[config.mk]
export PLATFORM = sky130hd
export DESIGN_NAME = lpc_regbank_flat
export DESIGN_NICKNAME = d
export VERILOG_FILES = /design/src/rtl/lpc_regbank_pkg.sv /design/src/rtl/lpc_regbank_if.sv /design/src/rtl/lpc_regbank_stream_ctrl.sv /design/src/rtl/lpc_regbank.sv /design/src/flat_wrapper.sv
export SDC_FILE = /design/constraint.sdc
export NUM_CORES = 1
export LEC_CHECK = 0
export ABC_AREA = 1
export CAP_MARGIN = 30
export CORE_ASPECT_RATIO = 0.5
export CORE_MARGIN = 2
export CORE_UTILIZATION = 35
export CTS_CLUSTER_SIZE = 14
export DETAILED_ROUTE_END_ITERATION = 12
export PLACE_DENSITY = 0.51
export RECOVER_POWER = 25
export SYNTH_ARGS = -nofsm -noshare
export SYNTH_HDL_FRONTEND = slang
export SYNTH_SLANG_ARGS = --single-unit
[constraint.sdc]
create_clock -name clk -period 2.9 [get_ports clk]
set_clock_uncertainty 0.05 [all_clocks]
set_input_delay 0.58 -clock clk [delete_from_list [all_inputs] [get_ports clk]]
set_output_delay 0.58 -clock clk [all_outputs]
set_load 0.005 [all_outputs]
[src/rtl/lpc_regbank_pkg.sv]
//------------------------------------------------------------------------------
// Module      : lpc_regbank_pkg
// Description : Shared types and default sizing for the LPC register bank.
// Revision    : 1.0 - initial release
//------------------------------------------------------------------------------
`default_nettype none

package lpc_regbank_pkg;

    localparam int LPC_DATA_W = 32;
    localparam int LPC_DEPTH  = 9;

    typedef enum logic [0:0] {
        IDLE   = 1'b0,
        STREAM = 1'b1
    } lpc_state_t;

endpackage : lpc_regbank_pkg

`default_nettype wire

[src/rtl/lpc_regbank_if.sv]
//------------------------------------------------------------------------------
// Module      : lpc_regbank_if
// Description : Write/read/stream signal bundle for lpc_regbank.
//               LPC_REGBANK_REVERSE_EN adds the stream_rev control.
// Revision    : 1.0 - initial release
//------------------------------------------------------------------------------
`default_nettype none

interface lpc_regbank_if
    import lpc_regbank_pkg::*;
#(
    parameter int DATA_W = LPC_DATA_W,
    parameter int DEPTH  = LPC_DEPTH,
    parameter int ADDR_W = $clog2(DEPTH)
) ();

    logic              wr_en;
    logic [ADDR_W-1:0] wr_addr;
    logic              shift_en;
    logic [DATA_W-1:0] din;
    logic [ADDR_W-1:0] rd_addr;
    logic [DATA_W-1:0] rd_data;
    logic              stream_start;
    logic              stream_valid;
    logic              stream_ready;
    logic [DATA_W-1:0] stream_data;
    logic [ADDR_W-1:0] stream_idx;
    logic              stream_last;
    logic              busy;
`ifdef LPC_REGBANK_REVERSE_EN
    logic              stream_rev;
`endif

    modport master (
`ifdef LPC_REGBANK_REVERSE_EN
        output stream_rev,
`endif
        output wr_en, wr_addr, shift_en, din, rd_addr, stream_start, stream_ready,
        input  rd_data, stream_valid, stream_data, stream_idx, stream_last, busy
    );

    modport slave (
`ifdef LPC_REGBANK_REVERSE_EN
        input  stream_rev,
`endif
        input  wr_en, wr_addr, shift_en, din, rd_addr, stream_start, stream_ready,
        output rd_data, stream_valid, stream_data, stream_idx, stream_last, busy
    );

endinterface : lpc_regbank_if

`default_nettype wire

[src/rtl/lpc_regbank_stream_ctrl.sv]
//------------------------------------------------------------------------------
// Module      : lpc_regbank_stream_ctrl
// Description : Stream FSM, index counter and valid/last generation.
//               LPC_REGBANK_REVERSE_EN enables descending walks via stream_rev.
// Revision    : 1.0 - initial release
//------------------------------------------------------------------------------
`default_nettype none

module lpc_regbank_stream_ctrl
    import lpc_regbank_pkg::*;
#(
    parameter int DEPTH  = LPC_DEPTH,
    parameter int ADDR_W = $clog2(DEPTH)
) (
    input  wire logic              clk,
    input  wire logic              reset,
    input  wire logic              stream_start,
    input  wire logic              stream_ready,
`ifdef LPC_REGBANK_REVERSE_EN
    input  wire logic              stream_rev,
`endif
    output logic                   stream_valid,
    output logic                   stream_last,
    output logic                   busy,
    output logic [ADDR_W-1:0]      stream_idx
);

    localparam logic [ADDR_W-1:0] c_LAST_IDX = ADDR_W'(DEPTH - 1);
    localparam logic [ADDR_W-1:0] c_ONE      = ADDR_W'(1);

    lpc_state_t        r_state;
    lpc_state_t        w_state_nxt;
    logic [ADDR_W-1:0] r_idx;
    logic [ADDR_W-1:0] w_idx_nxt;
    logic [ADDR_W-1:0] w_first_idx;
    logic [ADDR_W-1:0] w_step_idx;
    logic              w_at_end;

`ifdef LPC_REGBANK_REVERSE_EN
    // Direction is latched at start so stream_rev may change mid-walk.
    logic r_rev;
    logic w_rev_nxt;

    assign w_first_idx = stream_rev ? c_LAST_IDX : '0;
    assign w_step_idx  = r_rev ? (r_idx - c_ONE) : (r_idx + c_ONE);
    assign w_at_end    = r_rev ? (r_idx == '0) : (r_idx == c_LAST_IDX);
`else
    assign w_first_idx = '0;
    assign w_step_idx  = r_idx + c_ONE;
    assign w_at_end    = (r_idx == c_LAST_IDX);
`endif

    always_ff @(posedge clk) begin
        if (reset) begin
            r_state <= IDLE;
            r_idx   <= '0;
`ifdef LPC_REGBANK_REVERSE_EN
            r_rev   <= 1'b0;
`endif
        end else begin
            r_state <= w_state_nxt;
            r_idx   <= w_idx_nxt;
`ifdef LPC_REGBANK_REVERSE_EN
            r_rev   <= w_rev_nxt;
`endif
        end
    end

    always_comb begin
        w_state_nxt = r_state;
        w_idx_nxt   = r_idx;
`ifdef LPC_REGBANK_REVERSE_EN
        w_rev_nxt   = r_rev;
`endif
        case (r_state)
            IDLE: begin
                if (stream_start) begin
                    w_state_nxt = STREAM;
                    w_idx_nxt   = w_first_idx;
`ifdef LPC_REGBANK_REVERSE_EN
                    w_rev_nxt   = stream_rev;
`endif
                end
            end
            STREAM: begin
                // A start coinciding with the final beat is dropped: IDLE is entered first.
                if (stream_ready) begin
                    if (w_at_end) begin
                        w_state_nxt = IDLE;
                        w_idx_nxt   = '0;
                    end else begin
                        w_idx_nxt   = w_step_idx;
                    end
                end
            end
            default: begin
                w_state_nxt = IDLE;
                w_idx_nxt   = '0;
            end
        endcase
    end

    assign busy         = (r_state == STREAM);
    assign stream_valid = (r_state == STREAM);
    assign stream_last  = (r_state == STREAM) && w_at_end;
    assign stream_idx   = r_idx;

endmodule : lpc_regbank_stream_ctrl

`default_nettype wire

[src/rtl/lpc_regbank.sv]
//------------------------------------------------------------------------------
// Module      : lpc_regbank
// Description : Parametrised coefficient/history bank with random write,
//               registered read, shift-in delay line and a streaming port.
//               LPC_REGBANK_REVERSE_EN enables reverse-order streaming.
// Revision    : 1.0 - initial release
//------------------------------------------------------------------------------
`default_nettype none

module lpc_regbank
    import lpc_regbank_pkg::*;
#(
    parameter int DATA_W = LPC_DATA_W,
    parameter int DEPTH  = LPC_DEPTH,      // must be >= 2
    parameter int ADDR_W = $clog2(DEPTH)
) (
    input  wire logic     clk,
    input  wire logic     reset,
    lpc_regbank_if.slave  bus
);

    logic [DATA_W-1:0] w_entry [DEPTH];
    logic [DATA_W-1:0] w_rd_word;
    logic [DATA_W-1:0] w_stream_word;
    logic [DATA_W-1:0] r_rd_data;
    logic [ADDR_W-1:0] w_stream_idx;

    // Each entry owns its register; shift beats a random write in the same cycle.
    for (genvar gi = 0; gi < DEPTH; gi++) begin : g_entry
        logic [DATA_W-1:0] r_word;
        logic [DATA_W-1:0] w_shift_src;

        if (gi == 0) begin : g_head
            assign w_shift_src = bus.din;
        end else begin : g_tail
            assign w_shift_src = w_entry[gi-1];
        end

        always_ff @(posedge clk) begin
            if (reset) begin
                r_word <= '0;
            end else if (bus.shift_en) begin
                r_word <= w_shift_src;
            end else if (bus.wr_en && (bus.wr_addr == ADDR_W'(gi))) begin
                r_word <= bus.din;
            end
        end

        assign w_entry[gi] = r_word;
    end

    // Indices at or beyond DEPTH match no entry and therefore read as zero.
    always_comb begin
        w_rd_word     = '0;
        w_stream_word = '0;
        for (int i = 0; i < DEPTH; i++) begin
            if (bus.rd_addr == ADDR_W'(i)) begin
                w_rd_word = w_entry[i];
            end
            if (w_stream_idx == ADDR_W'(i)) begin
                w_stream_word = w_entry[i];
            end
        end
    end

    // Sampling pre-edge contents gives old-data on read-during-write.
    always_ff @(posedge clk) begin
        if (reset) begin
            r_rd_data <= '0;
        end else begin
            r_rd_data <= w_rd_word;
        end
    end

    lpc_regbank_stream_ctrl #(
        .DEPTH  (DEPTH),
        .ADDR_W (ADDR_W)
    ) u_stream_ctrl (
        .clk          (clk),
        .reset        (reset),
        .stream_start (bus.stream_start),
        .stream_ready (bus.stream_ready),
`ifdef LPC_REGBANK_REVERSE_EN
        .stream_rev   (bus.stream_rev),
`endif
        .stream_valid (bus.stream_valid),
        .stream_last  (bus.stream_last),
        .busy         (bus.busy),
        .stream_idx   (w_stream_idx)
    );

    assign bus.rd_data     = r_rd_data;
    assign bus.stream_data = w_stream_word;
    assign bus.stream_idx  = w_stream_idx;

endmodule : lpc_regbank

`default_nettype wire

[src/flat_wrapper.sv]
// flat-port wrapper written by rule: the top's interface ports become plain ports
module lpc_regbank_flat import lpc_regbank_pkg::*;
#(
    parameter int DATA_W = LPC_DATA_W,
    parameter int DEPTH  = LPC_DEPTH,                     
    parameter int ADDR_W = $clog2(DEPTH)
)
  (clk, reset, bus_wr_en, bus_wr_addr, bus_shift_en, bus_din, bus_rd_addr, bus_stream_start, bus_stream_ready, bus_rd_data, bus_stream_valid, bus_stream_data, bus_stream_idx, bus_stream_last, bus_busy);
  lpc_regbank_if #(.DATA_W(DATA_W), .DEPTH(DEPTH), .ADDR_W(ADDR_W)) bus_i ();
  input  wire logic clk;
  input  wire logic reset;
  input wire logic [$bits(bus_i.wr_en)-1:0] bus_wr_en;
  input wire logic [$bits(bus_i.wr_addr)-1:0] bus_wr_addr;
  input wire logic [$bits(bus_i.shift_en)-1:0] bus_shift_en;
  input wire logic [$bits(bus_i.din)-1:0] bus_din;
  input wire logic [$bits(bus_i.rd_addr)-1:0] bus_rd_addr;
  input wire logic [$bits(bus_i.stream_start)-1:0] bus_stream_start;
  input wire logic [$bits(bus_i.stream_ready)-1:0] bus_stream_ready;
  output wire logic [$bits(bus_i.rd_data)-1:0] bus_rd_data;
  output wire logic [$bits(bus_i.stream_valid)-1:0] bus_stream_valid;
  output wire logic [$bits(bus_i.stream_data)-1:0] bus_stream_data;
  output wire logic [$bits(bus_i.stream_idx)-1:0] bus_stream_idx;
  output wire logic [$bits(bus_i.stream_last)-1:0] bus_stream_last;
  output wire logic [$bits(bus_i.busy)-1:0] bus_busy;
  assign bus_i.wr_en = bus_wr_en;
  assign bus_i.wr_addr = bus_wr_addr;
  assign bus_i.shift_en = bus_shift_en;
  assign bus_i.din = bus_din;
  assign bus_i.rd_addr = bus_rd_addr;
  assign bus_i.stream_start = bus_stream_start;
  assign bus_i.stream_ready = bus_stream_ready;
  assign bus_rd_data = bus_i.rd_data;
  assign bus_stream_valid = bus_i.stream_valid;
  assign bus_stream_data = bus_i.stream_data;
  assign bus_stream_idx = bus_i.stream_idx;
  assign bus_stream_last = bus_i.stream_last;
  assign bus_busy = bus_i.busy;
  lpc_regbank #(.DATA_W(DATA_W), .DEPTH(DEPTH), .ADDR_W(ADDR_W)) u_core (.clk(clk), .reset(reset), .bus(bus_i));
endmodule
==> metrics, run 1 <==
Worst Setup Start Kind flop; TritonCTS clock tree built; Worst Path Max Fanout 6; Antenna Cells 0; DRC viols 0; Post-Route WL about 67000 um; largest net degree at the start of global routing 128; GRT Total Usage 24.41%; FP Rows 59; top cells by count, synth 1301 x nand2_1, 325 x dfxtp_1, 263 x nor2_1; Final Hold Viols 0; Die W 327.1 um; sequential-to-total area share from yosys stat 35.62%; first-pass GRT wire length 106500 um; die area 0.05414 sq mm; Slew @ Worst Pin between 1.5 and 2 ns; final setup violation count 28; Worst-path clk slew 0.07 ns; Post-Syn Nets 3100; Worst Hold Class in -> reg; Die Y 165.5 um; upper clock frequency limit 0.3271 GHz; Post-Route Setup TNS -1.455 ns; Post-Syn Area approximately 0.018 sq mm; CP endpoint kind output pin; PD cells approximately 500 mW/mm^2; layout cell share with drive strength beyond 1 10.43%; RSZ-0062 raised after global routing yes; Slew Viols, Final 31; Post-Layout Inst Area 0.02276 sq mm; Area Overhead vs Synth 24.58%; maxcap violations 1; CTS Sinks 325; starting DRC count in detailed routing 1838; Post-DP HPWL 44700 um; Net count, final 3199; Synth area leaders dfxtp_1 36%, nand2_1 27%, a31oi_1 8.8%, nand3_1 5.6%, nor2_1 5.4%; Slew headroom -5.753%; Core Region 0.05175 sq mm; vias per std cell about 5.2; root buffer cell clkbuf_16; pre-CTS setup slack 0.1049 ns; Arr. time, crit path approximately 2.4 ns; Hold Worst Slack 0.4192 ns; Leak Pwr 9.206 nW; buffer levels on the longest clock path 3; clk_lat worst skew 0.55 ns; fin util 43.98%; fin crit share 105.4%; WS Path Type reg -> out; # hold bufs at CTS 0; initial antenna violation count 0; Max VDD drop 0.3659 mV; Filler Cells Inserted 5450; Synth top area share between 30% and 40%; cts bufs inserted 36; Initial Utilization 35.30%; Yosys reg bits 325; DP Area 0.02064 sq mm; Ports about 120; Syn Area/Cell between 5 and 6 sq um; Post-synth EDFFs 0; most frequent cell after synthesis nand2_1; outcome complete, but fails checks; Primary FF master, synth dfxtp_1; multi-input logic area 0.01032 sq mm; FF+latch area about 0.0065 sq mm; failing checks max-capacitance violations, max-slew violations, negative setup slack; asr flop ratio synth 0%; GRT Residual Overflow 0; routed vias 20240; min cycle time layout 3.058 ns; post-synth cell types 24; vias in the first global route 19280; gp weighted congestion approximately 0.82; first drt pass iteration count 7; Clock H-tree levels 2; Synth Warn # 0; Critical Path RT 2.27 ns; Final WS setup -0.1576 ns; Post-Synthesis Cells 3050; post-synth top area cell dfxtp_1; I/O Buffers 116; drt wl/cell 17.23 um; remaining antenna violation count 0
[power breakdown]
| part | switching (mW) | internal [mW] | leakage [nW] |
|---|---|---|---|
| Combinational | 1.01 | 0.624 | 5.94 |
| Sequential | 0.280 | 4.74 | 2.67 |
| Clock | 2.03 | 2.83 | 0.600 |
| Total | 3.32 | 8.20 | 9.21 |
[critical path, stage by stage, from the launching register on]
cell     delay (ns)
dfxtp_4        0.37
buf_6          0.12
ha_4           0.17
buf_6          0.13
nand2_8        0.10
buf_16         0.13
buf_8          0.12
buf_6          0.11
nand3_4        0.06
nand2_2        0.06
nand4_1        0.10
nand2_1        0.09
nand2_1        0.05
nand2_1        0.07
nand2_1        0.06
buf_2          0.13
[kinds of logic (layout without fill, tap and decap cells)]
group	count (synthesis)	count (layout)	share of synthesized area, %
AOI/OAI and AO/OA	397	397	12.63
adders and majority gates	4	4	0.2740
buffers and inverters	445	569	9.610
DFF	325	325	35.62
and+or+nand+nor	1879	1879	41.87
[final timing paths]
path	from	endpoint	slack (ns)	cells after the start
max	u_core.u_stream_ctrl.stream_idx[1]$_SDFFE_PP0P_	bus_stream_data[5]	-0.16	15
min	bus_shift_en	u_core.g_entry[1].r_word[19]$_SDFFE_PP0P_	0.42	3
max reg2reg	u_core.u_stream_ctrl.stream_idx[0]$_SDFFE_PP0P_	u_core.u_stream_ctrl.stream_idx[3]$_SDFFE_PP0P_	1.38	8
min reg2reg	u_core.g_entry[8].r_word[19]$_SDFFE_PP0P_	u_core.bus.rd_data[19]$_SDFF_PP0_	0.43	2
[registers in the layout, indices dropped and copies added, names as in the netlist]
signal and cells:
u_core.g_entry.r_word 288, u_core.bus.rd_data 32, u_core.u_stream_ctrl.busy 1, u_core.u_stream_ctrl.stream_idx 4
[cell type report]
cell class,instances,area share (%)
clock buffer,51,4.695
timing repair buffer,279,13.05
multi-input combinational,2280,45.37
inverter,227,3.788
clock inverter,12,0.6048
sequential,325,28.63
tap,701,3.854
[cells in the final DEF (no fill, tap or decap), types with 19 or more instances in the layout]
| cell | instances |
|---|---|
| a21oi_1 | 43 |
| a31oi_1 | 256 |
| buf_12 | 35 |
| buf_2 | 19 |
| buf_4 | 84 |
| clkbuf_16 | 39 |
| clkdlybuf4s50_1 | 80 |
| dfxtp_1 | 321 |
| inv_1 | 212 |
| nand2_1 | 1286 |
| nand3_1 | 184 |
| nand3b_1 | 32 |
| nand4_1 | 65 |
| nor2_1 | 249 |
| o21ai_0 | 86 |
[through the flow]
step,instances,total power [mW]
6_report,3875,11.51
3_3_place_gp,3766,6.695
3_5_place_dp,3766,6.714
5_1_grt,3875,12.05
4_1_cts,3863,11.61
2_1_floorplan,3050,5.976
[routing by layer]
layer  wire, um  vias up  GRT usage, %
met3       3011       99         2.640
met5          0        -             0
met4       1423        0         6.214
met1      29910     9691         31.74
li1           -    10010             -
met2      32400      433         43.35
[what timing repair did]
item,in CTS,in global routing
cloned,11,2
setup buffers,23,14
pin swaps,39,67
gates resized for setup,161,78
endpoints found under the setup margin,33,32
Power figures use the tool's default switching activity.
==> run 2: changes to the inputs <==
Settings changed: SKIP_CTS_REPAIR_TIMING set to 1.
==> run 2 against run 1 <==
The run still ends with max-capacitance violations, max-slew violations, negative setup slack left; cell count shrank 0.28%; hold slack is essentially flat; first-iteration DRC count is 5.3% higher; highest routed layer is now met5.
==> metrics, run 2 (synthesized netlist as in run 1, its figures left out) <==
r2r endpoint u_core.u_stream_ctrl.stream_idx[3]$_SDFFE_PP0P_ (unchanged); GRT Residual Overflow 0 (unchanged); initial antenna violation count 0 (unchanged); PD cells 510.3 mW/mm^2 (was 506.0 mW/mm^2); CP dominant cell by count nand2_1 (unchanged); met3 Use GR 2.544% (was 2.640%); Final Hold Viols 0 (unchanged); Worst Path Max Fanout 5 (was 6); met1 GRT Util 29.10% (was 31.74%); remaining antenna violation count 0 (unchanged); FP Rows 59 (unchanged); CP endpoint kind output pin (unchanged); fin util 43.79% (was 43.98%); Post-Layout Inst Area 0.02266 sq mm (was 0.02276 sq mm); Most Crowded Layer GR met2 (unchanged); non-filler cells, final 3864 (was 3875); gp weighted congestion 0.8199 (unchanged); GRT Total Usage 23.32% (was 24.41%); drt wl/cell 17.49 um (was 17.23 um); clk_lat worst skew 0.55 ns (about the same); Antenna Cells 0 (unchanged); layout cell share with drive strength beyond 1 10.37% (was 10.43%); placed instance count 3766 (unchanged); starting DRC count in detailed routing 1936 (was 1838); R2R Path Start u_core.u_stream_ctrl.stream_idx[0]$_SDFFE_PP0P_ (unchanged); final setup violation count 26 (was 28); fin crit share 103.3% (was 105.4%); die area 0.05414 sq mm (unchanged); Max VDD drop 0.3649 mV (was 0.3659 mV); Critical path origin u_core.u_stream_ctrl.stream_idx[1]$_SDFFE_PP0P_ (unchanged); commonest non-fill, non-tap cells in the layout 1285 x nand2_1, 321 x dfxtp_1, 256 x a31oi_1, 235 x nor2_1, 211 x inv_1 (was 1286 x nand2_1, 321 x dfxtp_1, 256 x a31oi_1, 249 x nor2_1, 212 x inv_1); routing usage on met2 42.95% (was 43.35%); RSZ-0062 raised after global routing yes (unchanged); Initial Utilization 35.30% (unchanged); Biggest register u_core.g_entry.r_word (unchanged); clock network power share 42.1% (was 42.2%); Die W 327.1 um (unchanged); Critical Path RT 2.27 ns (about the same); Worst-path clk slew 0.06 ns (was 0.07 ns); largest net degree at the start of global routing 128 (unchanged); Final WS setup -0.09712 ns (was -0.1576 ns); Leak Pwr 9.136 nW (was 9.206 nW); CP max-delay cell dfxtp_4 (unchanged); DP Area 0.02064 sq mm (unchanged); Net count, final 3188 (was 3199); Worst Hold Class in -> reg (unchanged); WS Path Type reg -> out (unchanged); upper clock frequency limit 0.3337 GHz (was 0.3271 GHz); Slew headroom -3.570% (was -5.753%); CTS Sinks 325 (unchanged); outcome complete, but fails checks (unchanged); combinational power share 14.5% (was 14.2%); Slew @ Worst Pin 1.554 ns (was 1.586 ns); CP Capture Point bus_stream_data[8] (was bus_stream_data[5]); Arr. time, crit path 2.37 ns (was 2.43 ns); most common cell after layout, fill and taps aside nand2_1 (unchanged); Sequential Power Share 43.4% (was 43.6%); Worst Setup Start Kind flop (unchanged); R2R cell count 8 (unchanged); Sw Ratio 28.90% (was 28.82%); slowest cell delay on critical path 0.38 ns (was 0.37 ns); Ports 117 (unchanged); vias in the first global route 19020 (was 19280); first drt pass iteration count 8 (was 7); Filler Cells Inserted 5453 (was 5450); Slew Viols, Final 31 (unchanged); CP cell instances inv_4 -> ha_4 -> buf_12 -> clkbuf_16 -> buf_12 -> nor2_4 -> nand3_2 -> nand3_2 -> nand2_1 -> nand4_1 -> nand2_1 -> nand2_1 -> nand2_2 -> nand2_2 -> buf_6 (was buf_6 -> ha_4 -> buf_6 -> nand2_8 -> buf_16 -> buf_8 -> buf_6 -> nand3_4 -> nand2_2 -> nand4_1 -> nand2_1 -> nand2_1 -> nand2_1 -> nand2_1 -> buf_2); maxcap violations 1 (unchanged); routed vias 20370 (was 20240); Largest register FFs 288 (unchanged); reg-to-reg slack, setup 1.40 ns (was 1.38 ns); Core Region 0.05175 sq mm (unchanged); TritonCTS clock tree built (unchanged); Die Y 165.5 um (unchanged); vias per std cell 5.272 (was 5.222); min cycle time layout 2.997 ns (was 3.058 ns); Final Power 11.56 mW (was 11.51 mW); cts bufs inserted 36 (unchanged); Post-Route WL 67590 um (was 66750 um); Int Pwr 8.222 mW (was 8.196 mW); Psw 3.342 mW (was 3.319 mW); Post-DP HPWL 44700 um (unchanged); I/O Buffers 116 (unchanged); buffer levels on the longest clock path 3 (unchanged); failing checks max-capacitance violations, max-slew violations, negative setup slack (unchanged); first-pass GRT wire length 102800 um (was 106500 um); root buffer cell clkbuf_16 (unchanged); Area Overhead vs Synth 24.06% (was 24.58%); DRC viols 0 (unchanged); Clock H-tree levels 2 (unchanged)
run 2: power groups by stage:
stage / clock network [mW] / logic, mW / registers, mW
6_report: 4.87 / 1.68 / 5.02
5_1_grt: 5.17 / 1.88 / 5.06
4_1_cts: 4.97 / 1.61 / 5.01
3_5_place_dp: 0 / 1.60 / 5.11
3_3_place_gp: 0 / 1.58 / 5.11
2_1_floorplan: 0 / 0.954 / 5.02
run 2: worst max-delay path: cells and delay by family, from the launching register on:
kind,cells,cell delay (ns)
adder cells (fa/ha/maj),1,0.18
buffers and inverters,5,0.57
AND/OR/NAND/NOR,9,0.67
flip-flops,1,0.38
run 2: area by class of cell:
| type | instances | area [sq um] | area share (%) |
|---|---|---|---|
| clock inverter | 12 | 137.6 | 0.6074 |
| multi-input combinational | 2280 | 10350 | 45.67 |
| inverter | 227 | 862.1 | 3.804 |
| tap | 701 | 877.1 | 3.871 |
| sequential | 325 | 6516 | 28.76 |
| timing repair buffer | 268 | 2849 | 12.57 |
| clock buffer | 51 | 1069 | 4.715 |
run 2: worst min path at each step:
| stage | end | cells after the start | startpoint |
|---|---|---|---|
| after detailed placement | u_core.bus.rd_data[19]$_SDFF_PP0_ | 2 | u_core.g_entry[8].r_word[19]$_SDFFE_PP0P_ |
| after global placement | u_core.g_entry[8].r_word[24]$_SDFFE_PP0P_ | 2 | u_core.g_entry[8].r_word[24]$_SDFFE_PP0P_ |
| after CTS | u_core.g_entry[1].r_word[19]$_SDFFE_PP0P_ | 3 | bus_shift_en |
| final | u_core.g_entry[1].r_word[19]$_SDFFE_PP0P_ | 3 | bus_shift_en |
| after floorplan | u_core.bus.rd_data[17]$_SDFF_PP0_ | 2 | u_core.g_entry[8].r_word[17]$_SDFFE_PP0P_ |
| after global routing | u_core.g_entry[2].r_word[30]$_SDFFE_PP0P_ | 3 | bus_shift_en |
run 2: layer usage:
| metal | vias up | part of all wire (%) |
|---|---|---|
| met5 | - | 0.080 |
| met4 | 2 | 2.2 |
| met3 | 115 | 5.2 |
| met2 | 504 | 48 |
| met1 | 9762 | 44 |
| li1 | 9989 | - |
run 2: through the flow:
step | hold WS (ns) | setup TNS (ns) | worst slack, ns
2_1_floorplan | 0.4065 | 0 | 0.5851
6_report | 0.4194 | -1.525 | -0.09712
5_1_grt | 0.4284 | -4.886 | -0.2154
3_5_place_dp | 0.4260 | 0 | 0.1049
4_1_cts | 0.4014 | -13.70 | -0.4944
3_3_place_gp | 0.4334 | 0 | 0.08950
